==> config.mk <==
export PLATFORM = sky130hd
export DESIGN_NAME = demux1_4_buf_flat
export DESIGN_NICKNAME = d
export VERILOG_FILES = /design/src/rtl/demux1_4_buf_if.sv /design/src/rtl/demux1_4_buf.sv /design/src/flat_wrapper.sv
export SDC_FILE = /design/constraint.sdc
export NUM_CORES = 1
export LEC_CHECK = 0
export ABC_AREA = 1
export CORE_ASPECT_RATIO = 1.5
export CORE_MARGIN = 1.5
export CORE_UTILIZATION = 30
export DETAILED_ROUTE_END_ITERATION = 10
export PLACE_DENSITY = 0.68
export SETUP_SLACK_MARGIN = 0.02
export SLEW_MARGIN = 5
export SYNTH_ARGS = -nofsm -noshare
export SYNTH_HDL_FRONTEND = slang
export SYNTH_SLANG_ARGS = --single-unit
==> constraint.sdc <==
create_clock -name clk -period 1.48 [get_ports clk]
set_input_delay 0.296 -clock clk [delete_from_list [all_inputs] [get_ports clk]]
set_output_delay 0.296 -clock clk [all_outputs]
set_load 0.005 [all_outputs]
==> src/rtl/demux1_4_buf_if.sv <==
// Handshake bundle between one serial producer and the four lane consumers of demux1_4_buf.
// The slave modport is the demultiplexer side; the master modport is the producer/consumer side.
interface demux1_4_buf_if #(
  parameter int DW = 2
);
  logic [DW-1:0] din;
  logic          din_valid;
  logic [1:0]    din_sel;
  logic          auto_en;
  logic          din_ready;
  logic [DW-1:0] dout0;
  logic [DW-1:0] dout1;
  logic [DW-1:0] dout2;
  logic [DW-1:0] dout3;
  logic [3:0]    dout_valid;
  logic [3:0]    dout_ready;
  logic [1:0]    rr_ptr;

  modport master (
    output din, din_valid, din_sel, auto_en, dout_ready,
    input  din_ready, dout0, dout1, dout2, dout3, dout_valid, rr_ptr
  );

  modport slave (
    input  din, din_valid, din_sel, auto_en, dout_ready,
    output din_ready, dout0, dout1, dout2, dout3, dout_valid, rr_ptr
  );
endinterface

==> src/rtl/demux1_4_buf.sv <==
// 1:4 registered demultiplexer: each lane owns a one-word buffer with its own valid/ready handshake.
// The target lane comes from din_sel (reversed mapping) or from a round-robin pointer.
module demux1_4_buf #(
  parameter int DW = 2
) (
  input  logic            clk,
  input  logic            rst_n,
  demux1_4_buf_if.slave   bus
);

  logic [3:0][DW-1:0] data_q, data_d;
  logic [3:0]         valid_q, valid_d;
  logic [1:0]         rr_q, rr_d;
  logic [1:0]         tgt;
  logic               accept;

  // Select code 00 addresses lane 3, so the explicit mapping is 3 - din_sel.
  assign tgt           = bus.auto_en ? rr_q : (2'd3 - bus.din_sel);
  assign bus.din_ready = rst_n & (~valid_q[tgt] | bus.dout_ready[tgt]);
  assign accept        = bus.din_valid & bus.din_ready;

  always_comb begin
    data_d  = data_q;
    valid_d = valid_q;
    rr_d    = rr_q;
    for (int k = 0; k < 4; k++) begin
      // A load wins over a drain so a full lane can pass words through at full rate.
      if (accept && (tgt == 2'(k))) begin
        data_d[k]  = bus.din;
        valid_d[k] = 1'b1;
      end else if (valid_q[k] && bus.dout_ready[k]) begin
        valid_d[k] = 1'b0;
      end
    end
    if (accept && bus.auto_en) begin
      rr_d = rr_q + 2'd1;
    end
  end

  always_ff @(posedge clk or negedge rst_n) begin
    if (!rst_n) begin
      data_q  <= '0;
      valid_q <= 4'b0000;
      rr_q    <= 2'd0;
    end else begin
      data_q  <= data_d;
      valid_q <= valid_d;
      rr_q    <= rr_d;
    end
  end

  assign bus.dout0      = data_q[0];
  assign bus.dout1      = data_q[1];
  assign bus.dout2      = data_q[2];
  assign bus.dout3      = data_q[3];
  assign bus.dout_valid = valid_q;
  assign bus.rr_ptr     = rr_q;

endmodule

==> src/flat_wrapper.sv <==
// flat-port wrapper written by rule: the top's interface ports become plain ports
module demux1_4_buf_flat 
#(
  parameter int DW = 2
)
  (clk, rst_n, bus_din, bus_din_valid, bus_din_sel, bus_auto_en, bus_dout_ready, bus_din_ready, bus_dout0, bus_dout1, bus_dout2, bus_dout3, bus_dout_valid, bus_rr_ptr);
  demux1_4_buf_if #(.DW(DW)) bus_i ();
  input  logic clk;
  input  logic rst_n;
  input wire logic [$bits(bus_i.din)-1:0] bus_din;
  input wire logic [$bits(bus_i.din_valid)-1:0] bus_din_valid;
  input wire logic [$bits(bus_i.din_sel)-1:0] bus_din_sel;
  input wire logic [$bits(bus_i.auto_en)-1:0] bus_auto_en;
  input wire logic [$bits(bus_i.dout_ready)-1:0] bus_dout_ready;
  output wire logic [$bits(bus_i.din_ready)-1:0] bus_din_ready;
  output wire logic [$bits(bus_i.dout0)-1:0] bus_dout0;
  output wire logic [$bits(bus_i.dout1)-1:0] bus_dout1;
  output wire logic [$bits(bus_i.dout2)-1:0] bus_dout2;
  output wire logic [$bits(bus_i.dout3)-1:0] bus_dout3;
  output wire logic [$bits(bus_i.dout_valid)-1:0] bus_dout_valid;
  output wire logic [$bits(bus_i.rr_ptr)-1:0] bus_rr_ptr;
  assign bus_i.din = bus_din;
  assign bus_i.din_valid = bus_din_valid;
  assign bus_i.din_sel = bus_din_sel;
  assign bus_i.auto_en = bus_auto_en;
  assign bus_i.dout_ready = bus_dout_ready;
  assign bus_din_ready = bus_i.din_ready;
  assign bus_dout0 = bus_i.dout0;
  assign bus_dout1 = bus_i.dout1;
  assign bus_dout2 = bus_i.dout2;
  assign bus_dout3 = bus_i.dout3;
  assign bus_dout_valid = bus_i.dout_valid;
  assign bus_rr_ptr = bus_i.rr_ptr;
  demux1_4_buf #(.DW(DW)) u_core (.clk(clk), .rst_n(rst_n), .bus(bus_i));
endmodule
After elaboration in Yosys (flattened, before gate mapping)
Index checks and enable logic that the tools add are counted.

Bits in registers: 14. Input port bits: 12. Output and inout bits: 15. Word-level logic and storage cells: 46.

$add $sub $neg: 2. $lt $le $gt $ge: 1. Eq/ne operators: 3. Mux-type cells: 13. Bitwise gates (word level): 4. Reductions and logical operators: 14.

Operators with widths (count): 1-bit 2-to-1 mux (10); 1-bit logical AND (9); 2-bit nonzero test (4); 1-bit binary-select mux with 2-bit select (2); 2-bit equality test (second input constant) (2); 2-bit by 3-bit < comparator with 1-bit output (second input constant) (1); 2-bit by 1-bit adder with 2-bit output (second input constant) (1); 1-bit bitwise AND (2); 2-bit by 1-bit equality test with 1-bit output (second input constant) (1); 2-bit logical NOT (1); 2-bit 2-to-1 mux (1); 2-bit subtractor (first input constant) (1); 1-bit inverter (1); 1-bit bitwise OR (1).

Depth between registers and ports, before layout
Gate-level depths: netlist (run 1).

Word-level depth: 10. Depth in mapped cells: 12. Mapped depth without buffers: 11.

Least setup slack after synthesis (run 1)
Ideal clock, no wire load.

Path type: reg2out. Start point: register u_core.rr_q[0], in the netlist u_core.bus.rr_ptr[0]. End point: output port bus_din_ready. Data arrival time: 1.110 ns. Data required time: 1.184 ns. Slack: 0.074 ns. Stages on the path, launching flop included: 10. Path buffers: 1. Cells stage by stage: dfrtp_1 > inv_2 > nand2_1 > nand2_4 > nand2_1 > nand2_1 > nand2_1 > nand2_2 > a21oi_4 > buf_6.

Word-level cells in the longest chain between the ends: 6. Elaborated cells between the ends (all ways): 8. Classes of those cells: mux (5); bitwise (3).

Ends and longest elaborated chain: start, declared (RTL line demux1_4_buf.sv:13) `logic [1:0] rr_q, rr_d;`; start signal, assigned (RTL line demux1_4_buf.sv:48) `rr_q <= rr_d;`; 2-bit 2-to-1 mux (*) (RTL line demux1_4_buf.sv:18) `assign tgt = bus.auto_en ? rr_q : (2'd3 - bus.din_sel);`; 1-bit binary-select mux with 2-bit select (RTL line demux1_4_buf.sv:19) `assign bus.din_ready = rst_n & (~valid_q[tgt] | bus.dout_ready[tgt]);`; 1-bit 2-to-1 mux (not written as such) (RTL line demux1_4_buf.sv:19); 1-bit inverter (RTL line demux1_4_buf.sv:19); 1-bit bitwise OR (*) (RTL line demux1_4_buf.sv:19); 1-bit bitwise AND (*) (RTL line demux1_4_buf.sv:19); end, declared (RTL line flat_wrapper.sv:15) `output wire logic [$bits(bus_i.din_ready)-1:0] bus_din_ready;`.

Every way passes the cells marked *; elsewhere a longest branch is shown, timed or not. The select of a mux whose other input is x is not followed.

Worst setup path in the final report (run 1)
Ends and elaborated chain as after synthesis.

==> results.json, run 1 <==
{
  "synth_seq_cells": 14,
  "cpLargestDelayFamily": "flip-flops",
  "switching_share": 0.331,
  "powerDensity_nw_per_um2": 1420,
  "post-place-cells": 167,
  "final_cell_mix": "34 x buf_4, 29 x nand2_1, 16 x nand4_1, 14 x dfrtp_1, 10 x dlymetal6s2s_1",
  "cts_max_level": 1,
  "crit_chain": "nand2_2 > o21ai_4 > nand2_1 > nand2_1 > nand2_1 > nand2_2 > a21oi_4 > buf_2",
  "rsz0062_at_grt": "yes",
  "netlist.area_leader.share": 0.447,
  "critPathLaunch": "u_core.bus.rr_ptr[0]",
  "cp.required_ps": 1180,
  "grt_max_degree": 21,
  "root_buffer": "clkbuf_4",
  "first_pass_iters": 7,
  "p_leak_nw": 0.874,
  "fin_nets": 180,
  "startpoint_type": "flop",
  "finalWeightedCongestion": 0.808,
  "drt-total-wl_um": 2660,
  "std_cell_rows": 22,
  "drv_cap": 0,
  "syn_avg_cell_area_um2": 7.91,
  "fillCellCount": 218,
  "grt_pass1_vias": 1075,
  "irDropWorstVdd_mv": 0.745,
  "crit_end": "bus_din_ready",
  "tightest_slew_ps": 314,
  "fp.dieW_um": 44.7,
  "cts_buffer_depth": 2,
  "min_path_type": "input pin to async pin",
  "period_minus_slack_ps": 1740,
  "cp_slowest_cell": "dfrtp_1",
  "timing.hold.ws_ps": 378,
  "crit_top_cell": "nand2_1",
  "antenna_left": 0,
  "track_usage": 0.198,
  "crit_type": "flop to output pin",
  "coreArea_um2": 2450,
  "io_buffers": 26,
  "rr_worst_depth": 12,
  "switching_power_uw": 702,
  "r2r_start": "u_core.bus.rr_ptr[0]",
  "clk_latency_ps": 280,
  "final_cell_count_no_fill": 191,
  "regToRegSetupSlack_ps": -130,
  "critical-path-max-stage-delay_ps": 420,
  "skew_ps": 2.32,
  "combPwrFrac": 0.576,
  "setup_viol": 13,
  "syn_inst": 99,
  "crit_buf_inv": 1,
  "slew_viol_final": 0,
  "cts_buffers": 3,
  "multi_input_area_um2": 428,
  "initial_core_util": 0.320,
  "pwr-share-clk": 0.130,
  "rr_endpoint": "u_core.bus.rr_ptr[1]",
  "critPathMaxFanout": 5,
  "ys_seq_area_frac": 0.447,
  "grt_pass1_wl_um": 4350,
  "path_depth": 8,
  "antenna_found_initial": 0,
  "tns_ps": -999,
  "n_antenna_cell": 0,
  "synth_fp_nets": 111,
  "clkSlewWorstSetupHoldPaths_ps": 80,
  "synth_cell_types": 17,
  "synthTopCellsByArea": "dfrtp_1 45%, nand2_1 16%, nand4_1 13%",
  "cp.arrival_ps": 1450,
  "die-height_um": 65.6,
  "finalHoldViolCount": 0,
  "cp-end-kind": "output pin",
  "cts_sinks": 14,
  "drive_gt1_frac": 0.419,
  "fin_ws_ps": -262,
  "slew_headroom": 0.790,
  "synth_warnings": 0,
  "viasPerCell": 5.03,
  "synthesis.area_um2": 783,
  "intPower_mw": 1.42,
  "cts_tree": "built",
  "yosys.area.top_type": "dfrtp_1",
  "die-area_um2": 2930,
  "p_seq_frac": 0.295,
  "regArea_um2": 350,
  "fmax_ghz": 0.574,
  "area_growth_pct": 91.4,
  "drtIter0Drc": 19,
  "hpwl_um": 1660,
  "final_common_cell": "buf_4",
  "fin_crit_sh": 1.18,
  "dr_total_vias": 960,
  "violations": "design-rule violations, negative setup slack",
  "remaining_drc_errors": 3,
  "status": "finished, violations left",
  "overflow": 0,
  "hold_buffers": 0,
  "routedWlPerCell_um": 13.9,
  "io_pins": 27
}
-- cells by family (layout without fill, tap and decap cells) --
group / Yosys count / in the layout / synth area share
and+or+nand+nor: 65 / 65 / 0.398
buffers and inverters: 13 / 81 / 0.0863
DFF: 14 / 14 / 0.447
AOI/OAI and AO/OA: 7 / 7 / 0.0687
-- worst register-to-register path, cell delays in order (launching register included) --
cell and delay, ps:
dfrtp_1 410, nand2_2 100, buf_4 150, buf_6 110, buf_6 100, buf_6 100, buf_6 100, buf_6 100
buf_4 120, inv_2 50, nand4_1 70, nand2_1 70, nand2_1 40
-- sequential cells by signal, summed over array words and instances (netlist names) --
| signal | count |
|---|---|
| u_core.bus.dout_valid | 4 |
| u_core.bus.dout0 | 2 |
| u_core.bus.dout1 | 2 |
| u_core.bus.dout2 | 2 |
| u_core.bus.dout3 | 2 |
| u_core.bus.rr_ptr | 2 |
-- worst min path at each step --
stage                                      end  slack, ps
final                      u_core.bus.dout1[1]        380
after floorplan            u_core.bus.dout0[0]        0.4
after global placement     u_core.bus.dout3[0]        470
after global routing      u_core.bus.rr_ptr[0]        390
after CTS                 u_core.bus.rr_ptr[1]        380
after detailed placement   u_core.bus.dout3[0]        470
-- through the flow --
stage	power, mW	setup slack (ps)	instance area, um2	util
6_report	2.12	-262	1500	0.612
5_1_grt	2.27	-337	1500	0.612
4_1_cts	2.12	-212	1460	0.594
3_5_place_dp	1.56	-811	1210	0.493
3_3_place_gp	1.55	-800	1210	0.493
2_1_floorplan	0.956	74.2	783	-
-- power by group through the flow --
| stage | Clock [mW] | Sequential (mW) | Combinational, mW |
|---|---|---|---|
| 2_1_floorplan | 0 | 0.641 | 0.314 |
| 3_3_place_gp | 0 | 0.621 | 0.925 |
| 3_5_place_dp | 0 | 0.625 | 0.932 |
| 4_1_cts | 0.285 | 0.625 | 1.21 |
| 5_1_grt | 0.304 | 0.642 | 1.33 |
| 6_report | 0.275 | 0.625 | 1.22 |
-- cell usage after synthesis --
cell and instances:
a21oi_4 1, buf_1 1, buf_2 1, buf_6 2, dfrtp_1 14, inv_1 7, inv_2 1, inv_4 1
nand2_1 34, nand2_2 5, nand2_4 1, nand3_1 4, nand4_1 16, nor2_1 4, nor2_2 1, o21ai_0 4
o21ai_2 2
-- per-layer routing --
metal	GRT usage	wire (um)	vias up
li1	-	-	465
met1	0.207	967	460
met2	0.379	1550	28
met3	0.0192	95	7
met4	0.0833	38	0
met5	0	0	-
-- timing repair --
action	CTS	global route
pin swaps	14	3
setup buffers	20	5
resized for setup	32	19
endpoints found under the setup margin	21	25
gates cloned	1	0
endpoints found under the hold margin	0	0
-- area by class of cell --
type                            count  area share
Timing Repair Buffer               68       0.412
Multi-Input combinational cell     72       0.285
Sequential cell                    14       0.234
Clock buffer                        4      0.0242
Inverter                            9      0.0242
Tap cell                           24      0.0200
No activity file was read; power rests on OpenSTA's default activity.
==> run 2, diff against run 1 <==
==> constraint.sdc (replaced) <==
create_clock -name clk -period 1.48 [get_ports clk]
set_input_delay 0.296 -clock clk [delete_from_list [all_inputs] [get_ports clk]]
set_output_delay 0.296 -clock clk [all_outputs]
set_load 0.01 [all_outputs]
==> run 2 against run 1 <==
  * Final area is 5.5% lower
  * Largest power group unchanged
  * The run still ends with design-rule violations, negative setup slack left
  * Hold slack gained 3.4 ps
  * Critical path depth did not move
  * Sequential share of layout area up 1.4 points
  * Combinational power down 7%
==> results.json, run 2 (same netlist as run 1, synthesis figures left out) <==
{
  "status": "finished, violations left",
  "violations": "design-rule violations, negative setup slack",
  "pwr-share-clk": 0.111,
  "initial_core_util": 0.320,
  "crit_type": "flop to output pin",
  "drive_gt1_frac": 0.405,
  "track_usage": 0.189,
  "final_util": 0.578,
  "setup_viol": 12,
  "critPathMaxFanout": 4,
  "cp.required_ps": 1180,
  "final_cell_mix": "29 x buf_4, 28 x nand2_1, 16 x nand4_1, 15 x dlygate4sd2_1, 14 x dfrtp_1",
  "die-height_um": 65.6,
  "switching_power_uw": 748,
  "tightest_slew_ps": 353,
  "rr_worst_depth": 12,
  "finalWeightedCongestion": 0.800,
  "root_buffer": "clkbuf_4",
  "cp-end-kind": "output pin",
  "clkSlewWorstSetupHoldPaths_ps": 80,
  "antenna_left": 0,
  "overflow": 0,
  "fin_crit_sh": 1.18,
  "viasPerCell": 4.85,
  "area_growth_pct": 80.8,
  "std_cell_rows": 22,
  "hpwl_um": 1660,
  "coreArea_um2": 2450,
  "p_leak_nw": 0.754,
  "die-area_um2": 2930,
  "tns_ps": -515,
  "intPower_mw": 1.22,
  "io_pins": 27,
  "grt_pass1_wl_um": 4050,
  "routedWlPerCell_um": 13.4,
  "period_minus_slack_ps": 1740,
  "grt_max_degree": 21,
  "rr_endpoint": "u_core.bus.dout1[0]",
  "rsz0062_at_grt": "yes",
  "powerDensity_nw_per_um2": 1390,
  "p_seq_frac": 0.314,
  "cts_buffers": 3,
  "fillCellCount": 221,
  "antenna_found_initial": 0,
  "fin_ws_ps": -263,
  "fin_nets": 172,
  "n_antenna_cell": 0,
  "r2r_start": "u_core.bus.rr_ptr[0]",
  "cp.arrival_ps": 1450,
  "cts_tree": "built",
  "drt-total-wl_um": 2430,
  "timing.hold.ws_ps": 382,
  "grt_pass1_vias": 920,
  "slew_headroom": 0.764,
  "pre_cts_slack_ps": -849,
  "skew_ps": 3.12,
  "remaining_drc_errors": 3,
  "irDropWorstVdd_mv": 0.691,
  "min_path_type": "input pin to async pin",
  "switching_share": 0.380,
  "cts_buffer_depth": 2,
  "startpoint_type": "flop",
  "slew_viol_final": 0,
  "clk_latency_ps": 290,
  "final_common_cell": "buf_4",
  "first_pass_iters": 7,
  "largest_reg_flops": 4,
  "io_buffers": 26,
  "dr_total_vias": 882,
  "drtIter0Drc": 19,
  "finalHoldViolCount": 0,
  "drv_cap": 0,
  "cts_sinks": 14,
  "fmax_ghz": 0.574,
  "fp.dieW_um": 44.7,
  "combPwrFrac": 0.574,
  "cts_max_level": 1,
  "regToRegSetupSlack_ps": -70
}
run 2: changes by cell type in the layout (fill, tap and decap cells not counted), moves of 2 or more:
cell	previous run	this run
nand2_2	8	5
dlymetal6s2s_1	10	0
nand2_4	3	7
nor2_4	1	3
nor2_1	4	2
dlygate4sd2_1	6	15
buf_4	34	29
buf_6	8	6
run 2: power by group through the flow:
| stage | Combinational (mW) | Sequential, mW | Clock, mW |
|---|---|---|---|
| finish | 1.13 | 0.619 | 0.219 |
| global route | 1.23 | 0.636 | 0.232 |
| floorplan | 0.315 | 0.699 | 0 |
| global placement | 0.996 | 0.621 | 0 |
| detailed placement | 1.01 | 0.624 | 0 |
| CTS | 1.07 | 0.621 | 0.223 |
run 2: stage by stage:
step,cells,total power [mW],cell area (um2)
6_report,182,1.97,1420
5_1_grt,182,2.10,1420
4_1_cts,179,1.91,1370
3_5_place_dp,168,1.63,1210
3_3_place_gp,168,1.62,1210
2_1_floorplan,99,1.01,783
run 2: layout make-up:
class / count / area [um2] / area share
repair buffers: 60 / 512 / 0.361
multi-input cells: 72 / 465 / 0.329
flip-flops and latches: 14 / 350 / 0.247
inverters: 9 / 36.3 / 0.0256
well taps: 24 / 30.0 / 0.0212
clock buffers: 3 / 22.5 / 0.0159
run 2: worst max-delay path by stage:
stage / from / end / slack, ps / cells after the start
after global routing: u_core.bus.rr_ptr[0] / bus_din_ready / -330 / 8
after floorplan: u_core.bus.rr_ptr[0] / bus_din_ready / 30 / 9
final: u_core.bus.rr_ptr[1] / bus_din_ready / -260 / 8
after detailed placement: bus_auto_en / bus_din_ready / -850 / 9
after CTS: u_core.bus.rr_ptr[0] / bus_din_ready / -260 / 8
after global placement: bus_auto_en / bus_din_ready / -840 / 9
run 2: routing by layer:
layer	track usage	share of wire	up-vias
met5	0	0	-
met4	0.0909	0.021	0
met3	0.0192	0.032	5
met2	0.344	0.53	20
met1	0.208	0.42	406
li1	-	-	451
run 2: what timing repair did:
action	in CTS	in global routing
buffers inserted	9	5
endpoints found under the setup margin	29	16
gates resized for setup	49	10
hold buffers	0	0
pin swaps	17	11
run 2: critical path, stage by stage (launching register included):
cell and delay (ps):
dfrtp_1 400, buf_6 120, nand2_4 50, o21ai_4 80, nand3_2 100, nand2_2 100
nor2_4 50, a21oi_4 150, buf_6 120
==> run 3, diff against run 2 <==
- SKIP_CTS_REPAIR_TIMING: not set -> 1
==> run 3 against run 2 <==
  * Clock power about the same
  * Count of clock-buffer cells in the layout unchanged
  * Final cell count decreased by 2.2%
  * The flow still finishes with violations (design-rule violations, negative setup slack)
  * Worst setup slack improved by 12 ps
  * Die area unchanged
  * Via count increased by 0.91%
  * Critical path depth unchanged
  * First-iteration DRC count increased by 120%
  * Non-clock buffer count decreased by 4
  * Register-to-register slack got worse by 120 ps
  * Critical endpoint unchanged
  * Hold slack got worse by 3.3 ps
==> results.json, run 3 (same netlist as run 1, synthesis figures left out) <==
{
  "status": "finished, violations left",
  "violations": "design-rule violations, negative setup slack",
  "clkSlewWorstSetupHoldPaths_ps": 80,
  "area_growth_pct": 81.5,
  "critPathMaxFanout": 5,
  "final_cell_count_no_fill": 178,
  "track_usage": 0.166,
  "antenna_left": 0,
  "remaining_drc_errors": 3,
  "first_pass_iters": 7,
  "drt-total-wl_um": 2350,
  "rr_worst_depth": 12,
  "die-height_um": 65.6,
  "cp-end-kind": "output pin",
  "io_buffers": 26,
  "root_buffer": "clkbuf_4",
  "fin_ws_ps": -251,
  "rr_endpoint": "u_core.bus.dout0[0]",
  "pwr-share-clk": 0.114,
  "n_antenna_cell": 0,
  "cp.required_ps": 1180,
  "initial_core_util": 0.320,
  "switching_share": 0.369,
  "powerDensity_nw_per_um2": 1370,
  "crit_chain": "nand2_2 > o21ai_4 > nand2_1 > nand2_1 > nand2_1 > nand2_2 > a21oi_4 > buf_6",
  "cts_tree": "built",
  "p_seq_frac": 0.317,
  "final_cell_mix": "30 x nand2_1, 25 x buf_4, 17 x dlymetal6s2s_1, 16 x nand4_1, 14 x dfrtp_1",
  "p_leak_nw": 0.881,
  "post-place-cells": 168,
  "finalWeightedCongestion": 0.800,
  "slew_viol_final": 0,
  "p_total_mw": 1.95,
  "tightest_slew_ps": 340,
  "grt_pass1_vias": 877,
  "startpoint_type": "flop",
  "pre_cts_slack_ps": -849,
  "grt_pass1_wl_um": 3600,
  "min_path_type": "input pin to async pin",
  "coreArea_um2": 2450,
  "fin_crit_sh": 1.17,
  "drv_cap": 0,
  "crit_type": "flop to output pin",
  "cts_sinks": 14,
  "hpwl_um": 1660,
  "largest_reg_flops": 4,
  "cp_slowest_cell": "dfrtp_1",
  "rsz0062_at_grt": "yes",
  "fmax_ghz": 0.578,
  "cts_max_level": 1,
  "dr_total_vias": 890,
  "critical-path-max-stage-delay_ps": 410,
  "final_util": 0.580,
  "slew_headroom": 0.773,
  "antenna_found_initial": 0,
  "std_cell_rows": 22,
  "drive_gt1_frac": 0.357,
  "r2r_start": "u_core.bus.rr_ptr[0]",
  "skew_ps": 2.58,
  "cp.arrival_ps": 1440,
  "viasPerCell": 5.00,
  "finalHoldViolCount": 0,
  "die-area_um2": 2930,
  "drtIter0Drc": 41,
  "cts_buffer_depth": 2,
  "irDropWorstVdd_mv": 0.711,
  "crit_top_cell": "nand2_1",
  "period_minus_slack_ps": 1730,
  "io_pins": 27,
  "switching_power_uw": 718,
  "intPower_mw": 1.23,
  "cpLargestDelayFamily": "flip-flops",
  "setup_viol": 15,
  "regToRegSetupSlack_ps": -190,
  "fin_nets": 168,
  "routedWlPerCell_um": 13.2,
  "fp.dieW_um": 44.7,
  "combPwrFrac": 0.569,
  "cts_buffers": 3,
  "final_common_cell": "nand2_1",
  "clk_latency_ps": 290,
  "overflow": 0,
  "crit_buf_inv": 1,
  "grt_max_degree": 21
}
## run 3: cell count changes in the layout (fill, tap and decap cells not counted)
cell,before,now
dlymetal6s2s_1,0,17
dlygate4sd2_1,15,0
nand2_4,7,2
buf_4,29,25
nand2_1,28,30
nand2_2,5,7
nor2_1,2,4
nor2_4,3,1
clkbuf_2,1,0
clkdlybuf4s15_1,1,0
nand2_8,0,1
## run 3: cell type report
| type | count | area [um2] |
|---|---|---|
| clock buffers | 3 | 22.5 |
| fillers | 216 | 1030 |
| inverters | 9 | 36.3 |
| multi-input cells | 72 | 434 |
| flip-flops and latches | 14 | 350 |
| well taps | 24 | 30.0 |
| repair buffers | 56 | 548 |
## run 3: how the worst max path moves through the flow
stage | depth (start not counted) | startpoint | end
floorplan | 9 | u_core.bus.rr_ptr[0] | bus_din_ready
global placement | 9 | bus_auto_en | bus_din_ready
detailed placement | 9 | bus_auto_en | bus_din_ready
CTS | 9 | bus_auto_en | bus_din_ready
global route | 8 | u_core.bus.rr_ptr[0] | bus_din_ready
finish | 8 | u_core.bus.rr_ptr[0] | bus_din_ready
## run 3: power by group through the flow
stage / clock, mW / sequential [mW] / combinational (mW)
3_5_place_dp: 0 / 0.624 / 1.01
3_3_place_gp: 0 / 0.621 / 0.996
5_1_grt: 0.232 / 0.632 / 1.21
4_1_cts: 0.223 / 0.619 / 1.02
6_report: 0.222 / 0.616 / 1.11
2_1_floorplan: 0 / 0.699 / 0.315
## run 3: stage by stage
stage               TNS (ps)  cell area (um2)  hold slack [ps]
floorplan                  0              783            0.409
global placement       -8160             1210              470
detailed placement     -8390             1210              470
CTS                    -5010             1240              382
global route           -3760             1420              410
finish                 -1960             1420              379
## run 3: metal layers
layer,share of wire,GRT usage,up-vias
met3,0.043,0.0192,5
met2,0.53,0.290,28
met1,0.40,0.189,418
met5,0,0,-
met4,0.022,0.0909,0
li1,-,-,439
==> RTL edit 1 (config.mk and constraints of run 1) <==
`DW` is set to 2 in 3 places; all go to 4.
--- a/src/rtl/demux1_4_buf_if.sv
+++ b/src/rtl/demux1_4_buf_if.sv
@@ -2,5 +2,5 @@
 // The slave modport is the demultiplexer side; the master modport is the producer/consumer side.
 interface demux1_4_buf_if #(
-  parameter int DW = 2
+  parameter int DW = 4
 );
   logic [DW-1:0] din;
--- a/src/rtl/demux1_4_buf.sv
+++ b/src/rtl/demux1_4_buf.sv
@@ -2,5 +2,5 @@
 // The target lane comes from din_sel (reversed mapping) or from a round-robin pointer.
 module demux1_4_buf #(
-  parameter int DW = 2
+  parameter int DW = 4
 ) (
   input  logic            clk,
--- a/src/flat_wrapper.sv
+++ b/src/flat_wrapper.sv
@@ -2,5 +2,5 @@
 module demux1_4_buf_flat 
 #(
-  parameter int DW = 2
+  parameter int DW = 4
 )
   (clk, rst_n, bus_din, bus_din_valid, bus_din_sel, bus_auto_en, bus_dout_ready, bus_din_ready, bus_dout0, bus_dout1, bus_dout2, bus_dout3, bus_dout_valid, bus_rr_ptr);
Interface: changed (5 resized); port bits go from 27 to 37. The function was not compared with the original's and may differ.
==> RTL edit 1 against run 1 <==
The run ends with setup timing left; setup slack better by 18 ps; design area is 22% higher; wire length is 29% higher; non-clock buffer count is 2 lower; sequential cell count is 8 higher; clock power is 54% higher; via count is 24% higher; register-to-register slack worse by 50 ps; synthesized area is 41% higher; core utilization is 8.6 points lower; synthesized cell count is 32% higher; sequential share of layout area is 6.7 points higher; power is 32% higher; first-iteration DRC count is 58% higher; largest cell class unchanged.
==> RTL edit 1: results <==
sta:
  timing.slew.headroom_pct: 77.83
  setup_slack_ps: -244.2
  skew_ps: 1.698
  setup_tns_ps: -3447
  setup_viol: 23
yosys:
  yosysSeqAreaShare_pct: 49.77
  ys_async_sr_fraction_pct: 100.0
  synthTopCellsByCount: "50 x nand2_1, 24 x nand4_1, 22 x dfrtp_1, 8 x inv_1"
  yosysUniqueCellTypes: 17
  ys_top_cells_by_area: "dfrtp_1 50%, nand2_1 17%, nand4_1 14%"
  yosys_warnings: 0
  synth_nets: 145
global_routing:
  grt_max_degree: 29
  grt_pass1_wl_um: 5361
  track_usage_pct: 17.67
power:
  max-vdd-ir-drop_mv: 0.6829
  leakagePower_nw: 1.036
placement:
  portBuffers: 36
  dp_hpwl_um: 2525
  pre_cts_slack_ps: -866.5
  place_congestion: 0.8104
clock_network:
  htree_levels: 1
  cts_root_buffer: "clkbuf_8"
  clkLatencyLatePin_ps: 260
cells_and_area:
  drive_gt1_share_pct: 28.43
  finalNetCount: 212
route:
  vias: 1188
  drt-initial-drc-count: 30
  firstDrtPassIters: 4
  wire_per_inst_um: 14.29
run_status:
  violations: "setup timing"
  status: "finished with violations"
setup_path:
  crit_fanout: 4
die:
  dieArea_um2: 4067
==> RTL edit 1: cell count changes after synthesis, sizes merged <==
| cell | change |
|---|---|
| buf | -1 |
| clkbuf | +1 |
| dfrtp | +8 |
| nand2 | +16 |
| nand4 | +8 |
==> RTL edit 1: path summary, 6_finish.rpt <==
kind                                 startpoint                  endpoint  slack [ps]  cells past startpoint
max                        u_core.bus.rr_ptr[1]             bus_din_ready        -240                      8
min                                       rst_n  u_core.bus.dout_valid[0]         440                      2
max reg2reg                u_core.bus.rr_ptr[1]       u_core.bus.dout0[2]        -180                     11
min reg2reg                 u_core.bus.dout2[0]       u_core.bus.dout2[0]         490                      2
max in group asynchronous                 rst_n      u_core.bus.rr_ptr[1]         790                      2
min in group clk            u_core.bus.dout2[0]       u_core.bus.dout2[0]         490                      2
==> RTL edit 1: layer usage <==
layer  track usage (%)  vias to the layer above  share of wire [%]
li1                  -                      572                  -
met5                 0                        -                  0
met4             10.00                        0                3.1
met1             19.38                      568                 40
met2             30.88                       39                 53
met3             2.692                        9                4.6
==> RTL edit 1: worst max-delay path, cell delays in order (launching register included) <==
cell     delay, ps
dfrtp_1        430
inv_2           80
nand2_2         60
nand2_4         90
nand3_2         80
nand2_2        100
nor2_4          50
a21oi_4        140
buf_2          120
==> RTL edit 1: where the power goes <==
part	internal [W]	switching, W	total (W)
Sequential	0.000856	0.000161	0.00102
Combinational	0.000782	0.000571	0.00135
Clock	0.000237	0.000187	0.000424
==> RTL edit 1: cell families after synthesis <==
| logic type | count (synthesis) | share of synthesized area, % |
|---|---|---|
| and+or+nand+nor | 89 | 38.57 |
| DFF | 22 | 49.77 |
| AOI/OAI and AO/OA | 7 | 5.544 |
| buffers and inverters | 13 | 6.108 |
==> RTL edit 1: what timing repair did <==
item	in CTS	in global routing
gates resized for setup	24	12
endpoints found under the hold margin	0	0
endpoints found under the setup margin	28	34
pin swaps	8	3
buffers inserted	5	2
==> RTL edit 1: layout make-up <==
type,count,area (µm²)
sequential,22,550.5
tap,42,52.55
timing repair buffer,66,604.3
multi-input combinational,96,533.0
clock buffer,4,55.05
inverter,9,36.28
fill,318,1649
==> RTL edit 1: per-stage QoR <==
stage | hold WS [ps] | instances | area, µm² | power [W] | utilization [%]
after global routing | 483.6 | 239 | 1832 | 0.002997 | 52.62
after detailed placement | 466.4 | 228 | 1670 | 0.002328 | 47.99
final | 435.5 | 239 | 1832 | 0.002793 | 52.62
after floorplan | 0.4090 | 131 | 1120 | 0.001473 | -
after CTS | 442.6 | 237 | 1789 | 0.002836 | 51.40
after global placement | 469.3 | 228 | 1670 | 0.002290 | 47.99
==> RTL edit 2 (settings of run 1) <==
Made on the original files. Make the reset (`rst_n`) synchronous in one clocked block.
--- a/src/rtl/demux1_4_buf.sv
+++ b/src/rtl/demux1_4_buf.sv
@@ -38,5 +38,5 @@
   end
 
-  always_ff @(posedge clk or negedge rst_n) begin
+  always_ff @(posedge clk) begin
     if (!rst_n) begin
       data_q  <= '0;
Check against the original RTL: differs if rst_n is asserted again (counterexample within 4 cycles, from zero or initial values and one cycle with rst_n low); with rst_n held inactive, the same outputs for 10 cycles.
==> RTL edit 2 against run 1 <==
Design area down 14%; synthesized area down 4.3%; the flow finishes with violations (setup timing); largest cell class is now multi-input combinational cells; maximum frequency up 9.7%; sequential cell count unchanged; synthesized cell count up 18%; wire length down 24%; setup slack better by 150 ps.
Power is not compared: it rests on default switching activity, and its combinational part moved more than twofold at a synthesized area within 25%.
==> RTL edit 2: results <==
yosys:
  synth_flop_cell: "dfxtp_1"
  ys_async_sr_fraction_pct: 0
  synthTopCellsByCount: "36 x nand2_1, 24 x nor2_1, 17 x inv_1, 14 x dfxtp_1, 5 x a21oi_1"
  synth_nets: 129
  yosysUniqueCellTypes: 17
  postSynthCellCount: 117
  ys_top_cells_by_area: "dfxtp_1 37%, nand2_1 18%, nor2_1 12%"
  yosysSeqAreaShare_pct: 37.40
placement:
  dp.cells: 180
  dpl_cell_area_um2: 1140
  dp_hpwl_um: 1500
  place_congestion: 0.8502
  pre_cts_slack_ps: -837.3
sta:
  skew_ps: 2.993
  setup_viol: 1
  timing.slew.headroom_pct: 66.88
  setup_tns_ps: -108.1
  setup_slack_ps: -108.1
global_routing:
  grt_pass1_vias: 797
  grt_max_degree: 16
  use_met2_pct: 26.47
  grt_pass1_wl_um: 3180
  track_usage_pct: 14.73
  gr-usage-met1_pct: 15.22
  use_met3_pct: 1.412
setup_path:
  cp-startpoint: "bus_din_sel[0]"
  r2r_start: "u_core.bus.rr_ptr[1]"
  rrSetupSlack_ps: 20
  regToRegEndpoint: "u_core.bus.dout2[0]"
route:
  firstDrtPassIters: 4
  drt-initial-drc-count: 9
  wire_per_inst_um: 10.87
  vias: 853
  via_per_inst: 4.586
clock_network:
  cts_resized: 34
  cts_setup_buffers: 2
  clkLatencyLatePin_ps: 270
  htree_levels: 1
power:
  max-vdd-ir-drop_mv: 0.4992
cells_and_area:
  drive_gt1_share_pct: 35.80
  fillerInstances: 232
run_status:
  violations: "setup timing"
  status: "finished with violations"
min_path:
  hp-class: "input port to flip-flop"
  min_to: "u_core.bus.rr_ptr[0]"
RTL edit 2: cell types whose count changed after synthesis, sizes merged, moves of 2 or more:
cell	change
dfxtp	+14
dfrtp	-14
a21oi	+4
inv	+9
o21ai	-4
buf	-3
nand4	-10
nor2	+22
nand2	-2
RTL edit 2: worst max-delay path, cell delays in order:
cell	delay, ps
dlygate4sd2_1	280
nor2_2	170
nor2_4	70
nand2_1	60
nand2_1	50
nand2_1	70
nand2_2	70
a21oi_2	120
buf_2	120
RTL edit 2: layout make-up:
class	count	area [µm²]	area share, %
Clock buffer	3	22.52	1.751
Inverter	18	70.07	5.447
Multi-Input combinational cell	83	498.0	38.72
Sequential cell	14	290.3	22.57
Tap cell	24	30.03	2.335
Timing Repair Buffer	44	375.4	29.18
RTL edit 2: kinds of logic after synthesis:
family                 synth area share, %
buffers and inverters                10.68
AOI/OAI and AO/OA                    6.010
DFF                                  37.40
and+or+nand+nor                      45.91
RTL edit 2: layer usage:
metal,vias to the layer above,wire (µm)
li1,448,-
met4,0,57
met1,376,779
met5,-,0
met3,8,91
met2,21,1092
RTL edit 2: through the flow:
stage                     utilization [%]  hold WS (ps)
after floorplan                         -         430.9
after global placement              47.60         499.7
after detailed placement            47.60         507.0
after CTS                           51.72         521.0
after global routing                53.71         496.2
final                               53.71         475.6
RTL edit 2: power by group through the flow:
| stage | Clock (W) | Combinational (W) | Sequential (W) |
|---|---|---|---|
| 6_report | 0.000201 | 0.000219 | 0.000399 |
| 5_1_grt | 0.000234 | 0.000238 | 0.000401 |
| 4_1_cts | 0.000212 | 0.000206 | 0.000398 |
| 3_5_place_dp | 0 | 0.000187 | 0.000405 |
| 3_3_place_gp | 0 | 0.000184 | 0.000405 |
| 2_1_floorplan | 0 | 0.0000752 | 0.000407 |
